File: src/rtl/tc_moore_if.sv
// Sensor and lamp bundle for the two-street traffic-light controller.
// The controller takes the slave side; the environment driving the sensors takes the master side.
interface tc_moore_if;
    logic       T_A;
    logic       T_B;
    logic [2:0] L_A;
    logic [2:0] L_B;

    modport master (output T_A, output T_B, input L_A, input L_B);
    modport slave  (input T_A, input T_B, output L_A, output L_B);
endinterface

File: src/rtl/tc_moore.sv
// Moore two-street traffic-light controller: green held while its street has traffic,
// timed yellow on every hand-over. Lamps are registered decodes of the state.
module tc_moore #(
    parameter int YELLOW_CYCLES    = 1,
    parameter int MIN_GREEN_CYCLES = 1
) (
    input  logic        CLK,
    input  logic        R,
    tc_moore_if.slave   bus
);

    typedef enum logic [1:0] {
        S0 = 2'd0,  // A green, B red
        S1 = 2'd1,  // A yellow, B red
        S2 = 2'd2,  // A red, B green
        S3 = 2'd3   // A red, B yellow
    } state_t;

    localparam logic [3:0] YEL_LAST = 4'(YELLOW_CYCLES - 1);
    localparam logic [3:0] MIN_LAST = 4'(MIN_GREEN_CYCLES - 1);
    localparam logic [2:0] LAMP_G   = 3'b001;
    localparam logic [2:0] LAMP_Y   = 3'b010;
    localparam logic [2:0] LAMP_R   = 3'b100;

    function automatic logic [2:0] lamp_a(input state_t s);
        logic [2:0] l;
        case (s)
            S0:      l = LAMP_G;
            S1:      l = LAMP_Y;
            default: l = LAMP_R;
        endcase
        return l;
    endfunction

    function automatic logic [2:0] lamp_b(input state_t s);
        logic [2:0] l;
        case (s)
            S2:      l = LAMP_G;
            S3:      l = LAMP_Y;
            default: l = LAMP_R;
        endcase
        return l;
    endfunction

    // Power-up values let the block run correctly without R ever being asserted.
    state_t     state_r = S0;
    logic [3:0] cnt_r   = 4'd0;
    logic [2:0] l_a_r   = 3'b001;
    logic [2:0] l_b_r   = 3'b100;

    state_t     state_s;
    logic [3:0] cnt_s;

    // Next-state and phase-counter logic.
    always_comb begin
        state_s = state_r;
        cnt_s   = 4'd0;
        case (state_r)
            S0: begin
                if ((cnt_r >= MIN_LAST) && !bus.T_A) begin
                    state_s = S1;
                end else begin
                    state_s = S0;
                end
            end
            S1: begin
                if (cnt_r == YEL_LAST) begin
                    state_s = S2;
                end else begin
                    state_s = S1;
                end
            end
            S2: begin
                if ((cnt_r >= MIN_LAST) && !bus.T_B) begin
                    state_s = S3;
                end else begin
                    state_s = S2;
                end
            end
            S3: begin
                if (cnt_r == YEL_LAST) begin
                    state_s = S0;
                end else begin
                    state_s = S3;
                end
            end
            default: state_s = S0;
        endcase

        if (state_s != state_r) begin
            cnt_s = 4'd0;
        end else if (cnt_r == 4'd15) begin
            cnt_s = 4'd15;
        end else begin
            cnt_s = cnt_r + 4'd1;
        end
    end

    // State, counter and lamp registers; lamps follow the new state on the same edge.
    always_ff @(posedge CLK) begin
        if (R) begin
            state_r <= S0;
            cnt_r   <= 4'd0;
            l_a_r   <= lamp_a(S0);
            l_b_r   <= lamp_b(S0);
        end else begin
            state_r <= state_s;
            cnt_r   <= cnt_s;
            l_a_r   <= lamp_a(state_s);
            l_b_r   <= lamp_b(state_s);
        end
    end

    assign bus.L_A = l_a_r;
    assign bus.L_B = l_b_r;

endmodule

File: src/flat_wrapper.sv
// flat-port wrapper written by rule: the top's interface ports become plain ports
module tc_moore_flat 
#(
    parameter int YELLOW_CYCLES    = 1,
    parameter int MIN_GREEN_CYCLES = 1
)
  (CLK, R, bus_T_A, bus_T_B, bus_L_A, bus_L_B);
  tc_moore_if bus_i ();
  input  logic CLK;
  input  logic R;
  input wire logic [$bits(bus_i.T_A)-1:0] bus_T_A;
  input wire logic [$bits(bus_i.T_B)-1:0] bus_T_B;
  output wire logic [$bits(bus_i.L_A)-1:0] bus_L_A;
  output wire logic [$bits(bus_i.L_B)-1:0] bus_L_B;
  assign bus_i.T_A = bus_T_A;
  assign bus_i.T_B = bus_T_B;
  assign bus_L_A = bus_i.L_A;
  assign bus_L_B = bus_i.L_B;
  tc_moore #(.YELLOW_CYCLES(YELLOW_CYCLES), .MIN_GREEN_CYCLES(MIN_GREEN_CYCLES)) u_core (.CLK(CLK), .R(R), .bus(bus_i));
endmodule
File: config.mk
export PLATFORM = sky130hd
export DESIGN_NAME = tc_moore_flat
export DESIGN_NICKNAME = d
export VERILOG_FILES = /design/src/rtl/tc_moore_if.sv /design/src/rtl/tc_moore.sv /design/src/flat_wrapper.sv
export SDC_FILE = /design/constraint.sdc
export NUM_CORES = 1
export LEC_CHECK = 0
export CORE_MARGIN = 2
export CORE_UTILIZATION = 35
export CTS_CLUSTER_SIZE = 8
export DETAILED_ROUTE_END_ITERATION = 8
export PLACE_DENSITY = 0.67
export SKIP_LAST_GASP = 1
export SYNTH_ARGS = -nofsm -noshare
export SYNTH_HDL_FRONTEND = slang
export SYNTH_SLANG_ARGS = --single-unit
export TNS_END_PERCENT = 30
File: constraint.sdc
create_clock -name CLK -period 1.6 [get_ports CLK]
set_input_delay 0.32 -clock CLK [delete_from_list [all_inputs] [get_ports CLK]]
set_output_delay 0.32 -clock CLK [all_outputs]
set_load 0.1 [all_outputs]
==> run_summary.xml, run 1 <==
<?xml version="1.0" encoding="UTF-8"?>
<metrics>
  <group name="status">
    <metric name="outcome" unit="">completed</metric>
  </group>
  <group name="power_and_ir_drop">
    <metric name="power.share.sequential" unit="%">38.7</metric>
    <metric name="power_switching" unit="uW">339.6</metric>
    <metric name="power_density" unit="nW/um2">1239</metric>
    <metric name="clock_group_share_of_total_power" unit="%">20.8</metric>
    <metric name="power.leakage" unit="uW">0.0002711</metric>
    <metric name="vdd_drop_max" unit="mV">1.011</metric>
    <metric name="p_int" unit="uW">542.8</metric>
    <metric name="combPwrFrac" unit="%">40.5</metric>
    <metric name="switching_share" unit="%">38.48</metric>
    <metric name="total_power" unit="uW">882.4</metric>
  </group>
  <group name="yosys">
    <metric name="yosysWarningCount" unit="">0</metric>
    <metric name="yosysSeqAreaShare" unit="%">42.62</metric>
    <metric name="synth-edff-count" unit="">0</metric>
    <metric name="synth.most_common_cell" unit="">sky130_fd_sc_hd__dfxtp_1</metric>
    <metric name="synth_fp_nets" unit="">54</metric>
    <metric name="synth.top_cells.by_area" unit="">sky130_fd_sc_hd__dfxtp_1, sky130_fd_sc_hd__a2111oi_4, sky130_fd_sc_hd__ha_1, sky130_fd_sc_hd__o211ai_4, sky130_fd_sc_hd__a21oi_1</metric>
    <metric name="synthMuxAreaShare" unit="%">2.906</metric>
    <metric name="post_synth_and_or_nand_nor_area_fraction" unit="%">22.76</metric>
    <metric name="syn_inst" unit="">48</metric>
    <metric name="netlist_area_before_placement" unit="um2">516.7</metric>
    <metric name="async_reset_ff_share" unit="%">0</metric>
    <metric name="yosys.area.top_type_share" unit="%">42.62</metric>
    <metric name="synth_fa_ha_area_share" unit="%">4.843</metric>
    <metric name="synthesized_area_fraction_occupied_by_xor_and_xnor_cells" unit="%">0</metric>
    <metric name="synthFlopType" unit="">sky130_fd_sc_hd__dfxtp_1</metric>
    <metric name="yosys_register_bits" unit="">11</metric>
    <metric name="ys_top_cells_by_count" unit="">sky130_fd_sc_hd__dfxtp_1, sky130_fd_sc_hd__inv_1, sky130_fd_sc_hd__a21oi_1, sky130_fd_sc_hd__nor2_1, sky130_fd_sc_hd__nand3_1</metric>
    <metric name="postSynthAreaPerCell" unit="um2">10.77</metric>
    <metric name="yosys.cell_types.count" unit="">23</metric>
    <metric name="largest_family_of_logic_cells_by_synthesized_area" unit="">simple AND/OR/NAND/NOR gates</metric>
    <metric name="synth_top_area_cell" unit="">sky130_fd_sc_hd__dfxtp_1</metric>
    <metric name="synth_compound_area_share" unit="%">18.40</metric>
  </group>
  <group name="cts">
    <metric name="clk_path_buf_depth" unit="">2</metric>
    <metric name="cts.repair.resized" unit="">0</metric>
    <metric name="clock_latency" unit="ps">260</metric>
    <metric name="cts.repair_timing.setup_buffer_count" unit="">0</metric>
    <metric name="tritoncts" unit="">done</metric>
    <metric name="hold_buffers" unit="">0</metric>
    <metric name="cts_inserted_buffers" unit="">3</metric>
    <metric name="clock_tree.root_cell" unit="">sky130_fd_sc_hd__clkbuf_4</metric>
    <metric name="clkTransAtPathRegs" unit="ps">70</metric>
    <metric name="ctsHtreeMaxLevel" unit="">1</metric>
    <metric name="cts.sink_count" unit="">11</metric>
  </group>
  <group name="layout">
    <metric name="fill_cells" unit="">115</metric>
    <metric name="final_util" unit="%">53.38</metric>
    <metric name="diodes" unit="">0</metric>
    <metric name="fin_nets" unit="">68</metric>
    <metric name="area_growth" unit="%">37.77</metric>
    <metric name="drive_above_1_share" unit="%">29.51</metric>
  </group>
  <group name="routing">
    <metric name="post_drt_via_cell_ratio" unit="">4.803</metric>
    <metric name="avgRoutedWirePerCell" unit="um">10.62</metric>
    <metric name="drtAntennaViolNets" unit="">0</metric>
    <metric name="via_count" unit="">365</metric>
    <metric name="dr.max_layer_used" unit="">met4</metric>
    <metric name="drc" unit="">0</metric>
    <metric name="initialDrtViolationCount" unit="">4</metric>
    <metric name="detail_route.first_pass.iterations" unit="">3</metric>
    <metric name="met3WireLength" unit="um">59</metric>
    <metric name="met2WireLength" unit="um">353</metric>
    <metric name="routed_metal_1_wirelength" unit="um">379</metric>
    <metric name="wl" unit="um">807</metric>
  </group>
  <group name="critical_path">
    <metric name="path_delay_family" unit="">flip-flops</metric>
    <metric name="critical_path_class" unit="">reg2out</metric>
    <metric name="worst_ep_required_time" unit="ps">1280</metric>
    <metric name="worstPathCellList" unit="">buf_12</metric>
    <metric name="critical_path_data_arrival_time" unit="ps">1000</metric>
    <metric name="reg2reg_depth" unit="">3</metric>
    <metric name="start_kind" unit="">register</metric>
    <metric name="cp-end-kind" unit="">output port</metric>
    <metric name="worstPathMaxFanout" unit="">7</metric>
    <metric name="worstPathBufferInverterCount" unit="">1</metric>
    <metric name="timing.critical_path.slowest_cell_delay" unit="ps">510</metric>
    <metric name="timing.critical_path.slowest_stage_cell" unit="">sky130_fd_sc_hd__dfxtp_1</metric>
    <metric name="timing.critical_path.depth" unit="">1</metric>
  </group>
  <group name="floorplanning">
    <metric name="core_area" unit="um2">1334</metric>
    <metric name="die_h" unit="um">42.43</metric>
    <metric name="floorplan.die_area" unit="um2">1800</metric>
    <metric name="floorplan.initialDensity" unit="%">38.74</metric>
    <metric name="top_level_ports" unit="">10</metric>
    <metric name="die_w" unit="um">42.43</metric>
    <metric name="core.rowCount" unit="">13</metric>
  </group>
  <group name="min_path">
    <metric name="type_of_the_most_critical_hold_path" unit="">reg2reg</metric>
    <metric name="timing.hold.worst_path_depth" unit="">1</metric>
  </group>
  <group name="placement">
    <metric name="place.gp.congestion" unit="">0.7845</metric>
    <metric name="placement.io_buffers" unit="">9</metric>
    <metric name="dp_hpwl" unit="um">644.2</metric>
  </group>
  <group name="timing">
    <metric name="timing.setup.tns" unit="ps">0</metric>
    <metric name="clock-skew-final" unit="ps">1.071</metric>
    <metric name="setup_repair_after_global_routing_missed_its_margin" unit="">no</metric>
    <metric name="final.min_clock_period" unit="ps">1319</metric>
    <metric name="maxSlewHeadroom" unit="%">78.14</metric>
    <metric name="setup_viol_count_final" unit="">0</metric>
    <metric name="fmaxAchievable" unit="MHz">758.0</metric>
    <metric name="fin_crit_sh" unit="%">82.46</metric>
    <metric name="tightestPinTransition" unit="ps">327.5</metric>
    <metric name="timing_hold_violations_final" unit="">0</metric>
    <metric name="slew_violations" unit="">0</metric>
  </group>
  <group name="global_route">
    <metric name="grt_pass1_wl" unit="um">1393</metric>
    <metric name="maximum_number_of_pins_on_one_net_before_global_route_repair" unit="">8</metric>
    <metric name="antenna_found_initial" unit="">0</metric>
    <metric name="grt_usage" unit="%">10.98</metric>
    <metric name="vias_in_the_first_global_route" unit="">329</metric>
    <metric name="overflow" unit="">0</metric>
  </group>
  <group name="run">
    <metric name="max-cap-violations" unit="">0</metric>
  </group>
</metrics>
per-layer routing:
layer	global-route usage (%)	up-vias
li1	-	196
met1	12.83	160
met2	14.77	7
met3	9.052	2
met4	3.750	0
met5	0	-
layout by cell type (no fill, tap or decap), types with 2 or more instances in the layout:
master	Yosys	layout
sky130_fd_sc_hd__ha_1	2	2
sky130_fd_sc_hd__clkbuf_4	0	3
sky130_fd_sc_hd__nor3_2	2	2
sky130_fd_sc_hd__buf_12	0	6
sky130_fd_sc_hd__nor2_1	4	4
sky130_fd_sc_hd__nand3_1	3	3
sky130_fd_sc_hd__nand2_1	2	2
sky130_fd_sc_hd__inv_1	5	5
sky130_fd_sc_hd__dfxtp_1	11	11
sky130_fd_sc_hd__a21oi_1	4	4
sky130_fd_sc_hd__clkdlybuf4s50_1	0	3
cell families after synthesis:
group,Yosys count
compound gates,10
fa+ha+maj,2
buf+inv,7
flops,11
mux,1
simple gates,17
worst reg2reg max path: stages, from the launching register on:
cell and delay, ps:
sky130_fd_sc_hd__dfxtp_1 510, sky130_fd_sc_hd__mux2_4 360, sky130_fd_sc_hd__o211ai_4 220, sky130_fd_sc_hd__nor3_2 70
state kept, by name, indices dropped and copies added (netlist names):
name	cells
u_core.bus.L_A	2
u_core.cnt_r	4
u_core.bus.L_B	3
u_core.state_r	2
stage by stage:
step                      setup WS (ps)  hold WS (ps)  instance area [um2]  cells
final                             280.7         501.7                711.9     76
after CTS                         274.2         506.6                711.9     76
after global routing              220.6         527.9                711.9     76
after floorplan                   371.0         389.1                516.7     48
after detailed placement          163.0         490.5                685.7     72
after global placement            166.1         484.6                685.7     72
final cells by class:
| type | instances | area [um2] | share of cell area [%] |
|---|---|---|---|
| clock buffers | 4 | 26.28 | 3.691 |
| inverters | 6 | 36.28 | 5.097 |
| multi-input cells | 30 | 252.7 | 35.50 |
| flip-flops and latches | 11 | 220.2 | 30.93 |
| well taps | 15 | 18.77 | 2.636 |
| repair buffers | 10 | 157.7 | 22.14 |
final timing paths:
kind	to	startpoint	slack, ps
max	bus_L_A[2]	u_core.state_r[1]$_SDFF_PP0_	280
min	u_core.cnt_r[0]$_SDFF_PP0_	u_core.cnt_r[0]$_SDFF_PP0_	500
max reg2reg	u_core.cnt_r[2]$_SDFF_PP0_	u_core.state_r[1]$_SDFF_PP0_	330
min reg2reg	u_core.cnt_r[0]$_SDFF_PP0_	u_core.cnt_r[0]$_SDFF_PP0_	500
power by group through the flow:
| stage | sequential [uW] | clock [uW] | combinational (uW) |
|---|---|---|---|
| 2_1_floorplan | 448 | 0 | 142 |
| 6_report | 341 | 184 | 357 |
| 3_5_place_dp | 348 | 0 | 359 |
| 3_3_place_gp | 348 | 0 | 358 |
| 5_1_grt | 346 | 204 | 375 |
| 4_1_cts | 341 | 189 | 360 |
Note: power is estimated with default switching activity, not from simulation.
==> inputs of run 2 (changes only) <==
- PLACE_DENSITY: 0.67 -> 0.69
- clock period: 1.6 -> 1.2 ns (I/O delays scaled with it)
==> run 2 against run 1 <==
Net effect:
- sequential power up 30%
- power up 39%
- highest routed layer unchanged
- clock skew up 3.6 ps
- largest power group unchanged
- wire length up 29%
- die area unchanged
- critical path depth up 4
- via count up 10%
- critical endpoint is now u_core.bus.L_B[2]$_SDFF_PP1_
==> run_summary.xml, run 2 (synthesized netlist as in run 1, its figures left out) <==
<?xml version="1.0" encoding="UTF-8"?>
<metrics>
  <group name="floorplanning">
    <metric name="die_w" unit="um">42.43</metric>
    <metric name="die_h" unit="um">42.43</metric>
    <metric name="core_area" unit="um2">1334</metric>
    <metric name="floorplan.die_area" unit="um2">1800</metric>
    <metric name="floorplan.initialDensity" unit="%">38.74</metric>
    <metric name="core.rowCount" unit="">13</metric>
    <metric name="top_level_ports" unit="">10</metric>
  </group>
  <group name="layout">
    <metric name="drive_above_1_share" unit="%">44.78</metric>
    <metric name="regMostFlops" unit="">u_core.cnt_r</metric>
    <metric name="fill_cells" unit="">131</metric>
    <metric name="largest_reg_flops" unit="">4</metric>
    <metric name="final_util" unit="%">58.26</metric>
    <metric name="area_growth" unit="%">50.36</metric>
    <metric name="final_common_cell" unit="">sky130_fd_sc_hd__dfxtp_1</metric>
    <metric name="diodes" unit="">0</metric>
    <metric name="layout_common_cells" unit="">sky130_fd_sc_hd__dfxtp_1, sky130_fd_sc_hd__buf_12, sky130_fd_sc_hd__buf_4</metric>
    <metric name="finalInstanceArea" unit="um2">777.0</metric>
    <metric name="fin_nets" unit="">74</metric>
  </group>
  <group name="routing">
    <metric name="post_drt_via_cell_ratio" unit="">4.902</metric>
    <metric name="detail_route.first_pass.iterations" unit="">3</metric>
    <metric name="wl" unit="um">1037</metric>
    <metric name="drtAntennaViolNets" unit="">0</metric>
    <metric name="avgRoutedWirePerCell" unit="um">12.65</metric>
    <metric name="initialDrtViolationCount" unit="">8</metric>
    <metric name="via_count" unit="">402</metric>
    <metric name="drc" unit="">0</metric>
  </group>
  <group name="placement">
    <metric name="detailedPlace.worstSlack" unit="ps">-177.1</metric>
    <metric name="dp_hpwl" unit="um">834.7</metric>
    <metric name="placement.io_buffers" unit="">9</metric>
    <metric name="place.gp.congestion" unit="">0.8014</metric>
    <metric name="placed_area" unit="um2">730.7</metric>
  </group>
  <group name="global_route">
    <metric name="vias_in_the_first_global_route" unit="">405</metric>
    <metric name="maximum_number_of_pins_on_one_net_before_global_route_repair" unit="">7</metric>
    <metric name="grt_usage" unit="%">13.83</metric>
    <metric name="antenna_found_initial" unit="">0</metric>
    <metric name="grt_pass1_wl" unit="um">1711</metric>
    <metric name="overflow" unit="">0</metric>
  </group>
  <group name="timing">
    <metric name="maxSlewHeadroom" unit="%">83.39</metric>
    <metric name="tightestPinTransition" unit="ps">248.4</metric>
    <metric name="timing.final.ws_setup" unit="ps">35.64</metric>
    <metric name="setup_viol_count_final" unit="">0</metric>
    <metric name="fin_crit_sh" unit="%">97.03</metric>
    <metric name="slew_violations" unit="">0</metric>
    <metric name="fmaxAchievable" unit="MHz">858.8</metric>
    <metric name="clock-skew-final" unit="ps">4.688</metric>
    <metric name="final.min_clock_period" unit="ps">1164</metric>
    <metric name="timing_hold_violations_final" unit="">0</metric>
  </group>
  <group name="critical_path">
    <metric name="path_delay_family" unit="">simple AND/OR/NAND/NOR gates</metric>
    <metric name="worstPathCellList" unit="">inv_2 -&gt; ha_4 -&gt; and4bb_4 -&gt; nand2_4 -&gt; a21o_1</metric>
    <metric name="start_kind" unit="">register</metric>
    <metric name="critical_path_class" unit="">reg2reg</metric>
    <metric name="crit_start" unit="">u_core.cnt_r[1]$_SDFF_PP0_</metric>
    <metric name="cp-end-kind" unit="">register</metric>
    <metric name="worst_ep_required_time" unit="ps">1350</metric>
    <metric name="timing.critical_path.slowest_stage_cell" unit="">sky130_fd_sc_hd__dfxtp_2</metric>
    <metric name="worst_r2r_startpoint" unit="">u_core.cnt_r[1]$_SDFF_PP0_</metric>
    <metric name="critical_path.reg2reg.endpoint" unit="">u_core.bus.L_B[2]$_SDFF_PP1_</metric>
    <metric name="timing.critical_path.depth" unit="">5</metric>
    <metric name="reg2reg_depth" unit="">5</metric>
    <metric name="worst-r2r-setup-slack" unit="ps">40</metric>
    <metric name="worstPathBufferInverterCount" unit="">1</metric>
    <metric name="timing.critical_path.slowest_cell_delay" unit="ps">330</metric>
    <metric name="worstPathMaxFanout" unit="">5</metric>
    <metric name="cp-endpoint" unit="">u_core.bus.L_B[2]$_SDFF_PP1_</metric>
    <metric name="critical_path_data_arrival_time" unit="ps">1320</metric>
  </group>
  <group name="cts">
    <metric name="ctsHtreeMaxLevel" unit="">1</metric>
    <metric name="clk_path_buf_depth" unit="">2</metric>
    <metric name="clock_latency" unit="ps">260</metric>
    <metric name="cts.sink_count" unit="">11</metric>
    <metric name="clock_tree.root_cell" unit="">sky130_fd_sc_hd__clkbuf_4</metric>
    <metric name="hold_buffers" unit="">0</metric>
    <metric name="clkTransAtPathRegs" unit="ps">60</metric>
    <metric name="cts_inserted_buffers" unit="">3</metric>
    <metric name="tritoncts" unit="">done</metric>
  </group>
  <group name="power_and_ir_drop">
    <metric name="total_power" unit="uW">1230</metric>
    <metric name="power_density" unit="nW/um2">1583</metric>
    <metric name="power.leakage" unit="uW">0.0003054</metric>
    <metric name="vdd_drop_max" unit="mV">0.7464</metric>
  </group>
  <group name="min_path">
    <metric name="type_of_the_most_critical_hold_path" unit="">reg2reg</metric>
  </group>
  <group name="run">
    <metric name="max-cap-violations" unit="">0</metric>
  </group>
  <group name="status">
    <metric name="outcome" unit="">completed</metric>
  </group>
</metrics>
-- run 2: changes by cell type in the layout (fill, tap and decap cells not counted), sizes merged --
cell  previous run  this run
buf              7        13
-- run 2: final cells by class --
type                    count  area, um2  share of cell area [%]
clock buffers               4      26.28                   3.382
inverters                   6      36.28                   4.670
flip-flops and latches     11      224.0                   28.82
multi-input cells          30      265.3                   34.14
well taps                  15      18.77                   2.415
repair buffers             16      206.4                   26.57
-- run 2: worst min path at each step --
| stage | startpoint | endpoint | slack (ps) | cells after the start |
|---|---|---|---|---|
| floorplan | R | u_core.bus.L_B[0]$_SDFF_PP0_ | 310 | 1 |
| global placement | u_core.cnt_r[0]$_SDFF_PP0_ | u_core.cnt_r[0]$_SDFF_PP0_ | 530 | 2 |
| detailed placement | u_core.cnt_r[0]$_SDFF_PP0_ | u_core.cnt_r[0]$_SDFF_PP0_ | 550 | 2 |
| CTS | u_core.cnt_r[0]$_SDFF_PP0_ | u_core.cnt_r[0]$_SDFF_PP0_ | 550 | 2 |
| global route | u_core.cnt_r[0]$_SDFF_PP0_ | u_core.cnt_r[0]$_SDFF_PP0_ | 570 | 2 |
| finish | u_core.cnt_r[0]$_SDFF_PP0_ | u_core.cnt_r[0]$_SDFF_PP0_ | 540 | 2 |
-- run 2: per-stage QoR --
step / std cells / hold WS [ps] / setup TNS [ps]
after CTS: 82 / 555.0 / 0
after floorplan: 48 / 309.1 / 0
after detailed placement: 78 / 545.3 / -881.9
final: 82 / 540.0 / 0
after global placement: 78 / 535.0 / -755.5
after global routing: 82 / 573.0 / -4.306
-- run 2: worst reg2reg max path, stage by stage, from the launching register on --
cell and delay, ps:
sky130_fd_sc_hd__dfxtp_2 330, sky130_fd_sc_hd__inv_2 60, sky130_fd_sc_hd__ha_4 130, sky130_fd_sc_hd__and4bb_4 300, sky130_fd_sc_hd__nand2_4 70, sky130_fd_sc_hd__a21o_1 170
-- run 2: layer usage --
layer | share of wire (%) | routed length [um] | GRT usage [%]
met5 | 0 | 0 | 0
met4 | 1.4 | 14 | 7.500
met3 | 3.9 | 40 | 7.759
met2 | 56 | 581 | 21.85
met1 | 39 | 400 | 14.44
-- run 2: report_power, final --
part / switching (uW) / internal (uW) / total, uW / leakage (uW)
Sequential: 32.2 / 410 / 442 / 0.0000915
Clock: 109 / 128 / 238 / 0.0000150
Combinational: 324 / 226 / 550 / 0.000199
-- run 2: timing repair --
item / in CTS / in global routing
setup endpoints to repair: 1 / 7
hold endpoints to repair: 0 / 0
pin swaps: 0 / 1
resized for setup: 2 / 6
setup buffers: 0 / 0
==> inputs of run 3 (changes only) <==
- ABC_CLOCK_PERIOD_IN_PS: default -> 1200
- CORE_MARGIN: 2 -> 5
- SLEW_MARGIN: default -> 20
==> run 3 against run 2 <==
Net effect:
- worst setup slack gained 17 ps
- critical endpoint is now bus_L_A[2]
- sequential share of layout area shrank 0.18 points
- utilization shrank 0.33 points
- clock power grew 4%
- sequential cell count is the same
- register-to-register slack gained 20 ps
==> run_summary.xml, run 3 (synthesized netlist as in run 1, its figures left out) <==
<?xml version="1.0" encoding="UTF-8"?>
<metrics>
  <group name="min_path">
    <metric name="timing.hold.worst_path_depth" unit="">2</metric>
    <metric name="type_of_the_most_critical_hold_path" unit="">reg2reg</metric>
  </group>
  <group name="global_route">
    <metric name="vias_in_the_first_global_route" unit="">377</metric>
    <metric name="overflow" unit="">0</metric>
    <metric name="grt_pass1_wl" unit="um">1690</metric>
    <metric name="grt_usage" unit="%">9.377</metric>
    <metric name="maximum_number_of_pins_on_one_net_before_global_route_repair" unit="">7</metric>
    <metric name="antenna_found_initial" unit="">0</metric>
  </group>
  <group name="critical_path">
    <metric name="worst_ep_required_time" unit="ps">960</metric>
    <metric name="cp-end-kind" unit="">output port</metric>
    <metric name="start_kind" unit="">register</metric>
    <metric name="worstPathMaxFanout" unit="">6</metric>
    <metric name="worst-r2r-setup-slack" unit="ps">60</metric>
    <metric name="reg2reg_depth" unit="">4</metric>
    <metric name="critical_path_class" unit="">reg2out</metric>
    <metric name="critical_path_data_arrival_time" unit="ps">910</metric>
  </group>
  <group name="placement">
    <metric name="place_inst" unit="">78</metric>
    <metric name="place.gp.congestion" unit="">0.7529</metric>
    <metric name="placed_area" unit="um2">730.7</metric>
    <metric name="dp_hpwl" unit="um">830.3</metric>
    <metric name="placement.io_buffers" unit="">9</metric>
  </group>
  <group name="layout">
    <metric name="final_common_cell" unit="">sky130_fd_sc_hd__dfxtp_1</metric>
    <metric name="fin_nets" unit="">74</metric>
    <metric name="area_growth" unit="%">51.33</metric>
    <metric name="finalInstanceArea" unit="um2">782.0</metric>
    <metric name="final_util" unit="%">57.92</metric>
    <metric name="final_instance_count_without_filler_cells" unit="">82</metric>
    <metric name="largest_reg_flops" unit="">4</metric>
    <metric name="fill_cells" unit="">125</metric>
    <metric name="regMostFlops" unit="">u_core.cnt_r</metric>
    <metric name="layout_common_cells" unit="">sky130_fd_sc_hd__dfxtp_1, sky130_fd_sc_hd__buf_12, sky130_fd_sc_hd__buf_4</metric>
    <metric name="drive_above_1_share" unit="%">46.27</metric>
    <metric name="diodes" unit="">0</metric>
  </group>
  <group name="floorplanning">
    <metric name="top_level_ports" unit="">10</metric>
    <metric name="floorplan.die_area" unit="um2">2345</metric>
    <metric name="core_area" unit="um2">1350</metric>
    <metric name="die_w" unit="um">48.43</metric>
    <metric name="core.rowCount" unit="">13</metric>
    <metric name="die_h" unit="um">48.43</metric>
    <metric name="floorplan.initialDensity" unit="%">38.28</metric>
  </group>
  <group name="timing">
    <metric name="timing_hold_violations_final" unit="">0</metric>
    <metric name="fin_crit_sh" unit="%">95.60</metric>
    <metric name="setup_viol_count_final" unit="">0</metric>
    <metric name="timing.setup.tns" unit="ps">0</metric>
    <metric name="setup_repair_after_global_routing_missed_its_margin" unit="">yes</metric>
    <metric name="final.min_clock_period" unit="ps">1147</metric>
    <metric name="maxSlewHeadroom" unit="%">81.57</metric>
    <metric name="fmaxAchievable" unit="MHz">871.7</metric>
    <metric name="tightestPinTransition" unit="ps">275.6</metric>
    <metric name="slew_violations" unit="">0</metric>
    <metric name="clock-skew-final" unit="ps">0.4670</metric>
  </group>
  <group name="run">
    <metric name="max-cap-violations" unit="">0</metric>
  </group>
  <group name="routing">
    <metric name="detail_route.first_pass.iterations" unit="">2</metric>
    <metric name="wl" unit="um">1004</metric>
    <metric name="avgRoutedWirePerCell" unit="um">12.24</metric>
    <metric name="initialDrtViolationCount" unit="">1</metric>
    <metric name="drtAntennaViolNets" unit="">0</metric>
    <metric name="drc" unit="">0</metric>
    <metric name="post_drt_via_cell_ratio" unit="">4.866</metric>
    <metric name="via_count" unit="">399</metric>
  </group>
  <group name="cts">
    <metric name="cts_inserted_buffers" unit="">3</metric>
    <metric name="ctsHtreeMaxLevel" unit="">1</metric>
    <metric name="hold_buffers" unit="">0</metric>
    <metric name="clock_latency" unit="ps">260</metric>
    <metric name="cts.sink_count" unit="">11</metric>
    <metric name="clkTransAtPathRegs" unit="ps">70</metric>
    <metric name="clock_tree.root_cell" unit="">sky130_fd_sc_hd__clkbuf_4</metric>
    <metric name="tritoncts" unit="">done</metric>
    <metric name="clk_path_buf_depth" unit="">2</metric>
  </group>
  <group name="power_and_ir_drop">
    <metric name="power_density" unit="nW/um2">1584</metric>
    <metric name="vdd_drop_max" unit="mV">1.201</metric>
    <metric name="power.leakage" unit="uW">0.0003067</metric>
    <metric name="total_power" unit="uW">1239</metric>
  </group>
  <group name="status">
    <metric name="outcome" unit="">completed</metric>
  </group>
</metrics>
-- run 3: cell counts in the layout (fill, tap and decap cells not counted) --
Identical to the previous run, type by type.
-- run 3: worst paths after layout --
path	start	to
max reg2reg	u_core.cnt_r[1]$_SDFF_PP0_	u_core.bus.L_B[1]$_SDFF_PP0_
min reg2reg	u_core.cnt_r[0]$_SDFF_PP0_	u_core.cnt_r[0]$_SDFF_PP0_
max	u_core.state_r[1]$_SDFF_PP0_	bus_L_A[2]
min	u_core.cnt_r[0]$_SDFF_PP0_	u_core.cnt_r[0]$_SDFF_PP0_
-- run 3: where the power goes --
| group | internal [uW] | leakage, uW | switching, uW | total [uW] |
|---|---|---|---|---|
| combinational | 225 | 0.000200 | 326 | 551 |
| sequential | 409 | 0.0000915 | 31.3 | 441 |
| clock | 128 | 0.0000150 | 118 | 247 |
-- run 3: layer usage --
metal  vias to the layer above  share of wire (%)  GRT usage, %
met2                         5                 55         15.22
li1                        208                  -             -
met3                         2                4.1         4.281
met4                         0                1.3         4.147
met1                       184                 39         10.31
met5                         -                  0             0
-- run 3: timing repair --
action                                 in CTS  in global routing
gates resized for setup                     1                  8
buffers inserted                            0                  0
pin swaps                                   0                  3
endpoints found under the hold margin       0                  0
setup endpoints to repair                   3                  7
-- run 3: layout make-up --
cell class | instances | area [um2] | area share (%)
clock buffer | 4 | 26.28 | 3.360
inverter | 6 | 36.28 | 4.640
multi-input combinational | 30 | 270.3 | 34.56
sequential | 11 | 224.0 | 28.64
tap | 15 | 18.77 | 2.400
timing repair buffer | 16 | 206.4 | 26.40
-- run 3: critical path, cell delays in order, from the launching register on --
cell and delay, ps:
sky130_fd_sc_hd__dfxtp_2 350, sky130_fd_sc_hd__buf_6 130, sky130_fd_sc_hd__buf_12 170
-- run 3: per-stage QoR --
step / setup WS [ps] / hold WS (ps)
2_1_floorplan: 31.39 / 309.1
3_3_place_gp: -155.3 / 536.7
3_5_place_dp: -185.7 / 536.1
4_1_cts: -5.925 / 546.8
5_1_grt: -3.091 / 581.3
6_report: 52.85 / 539.6
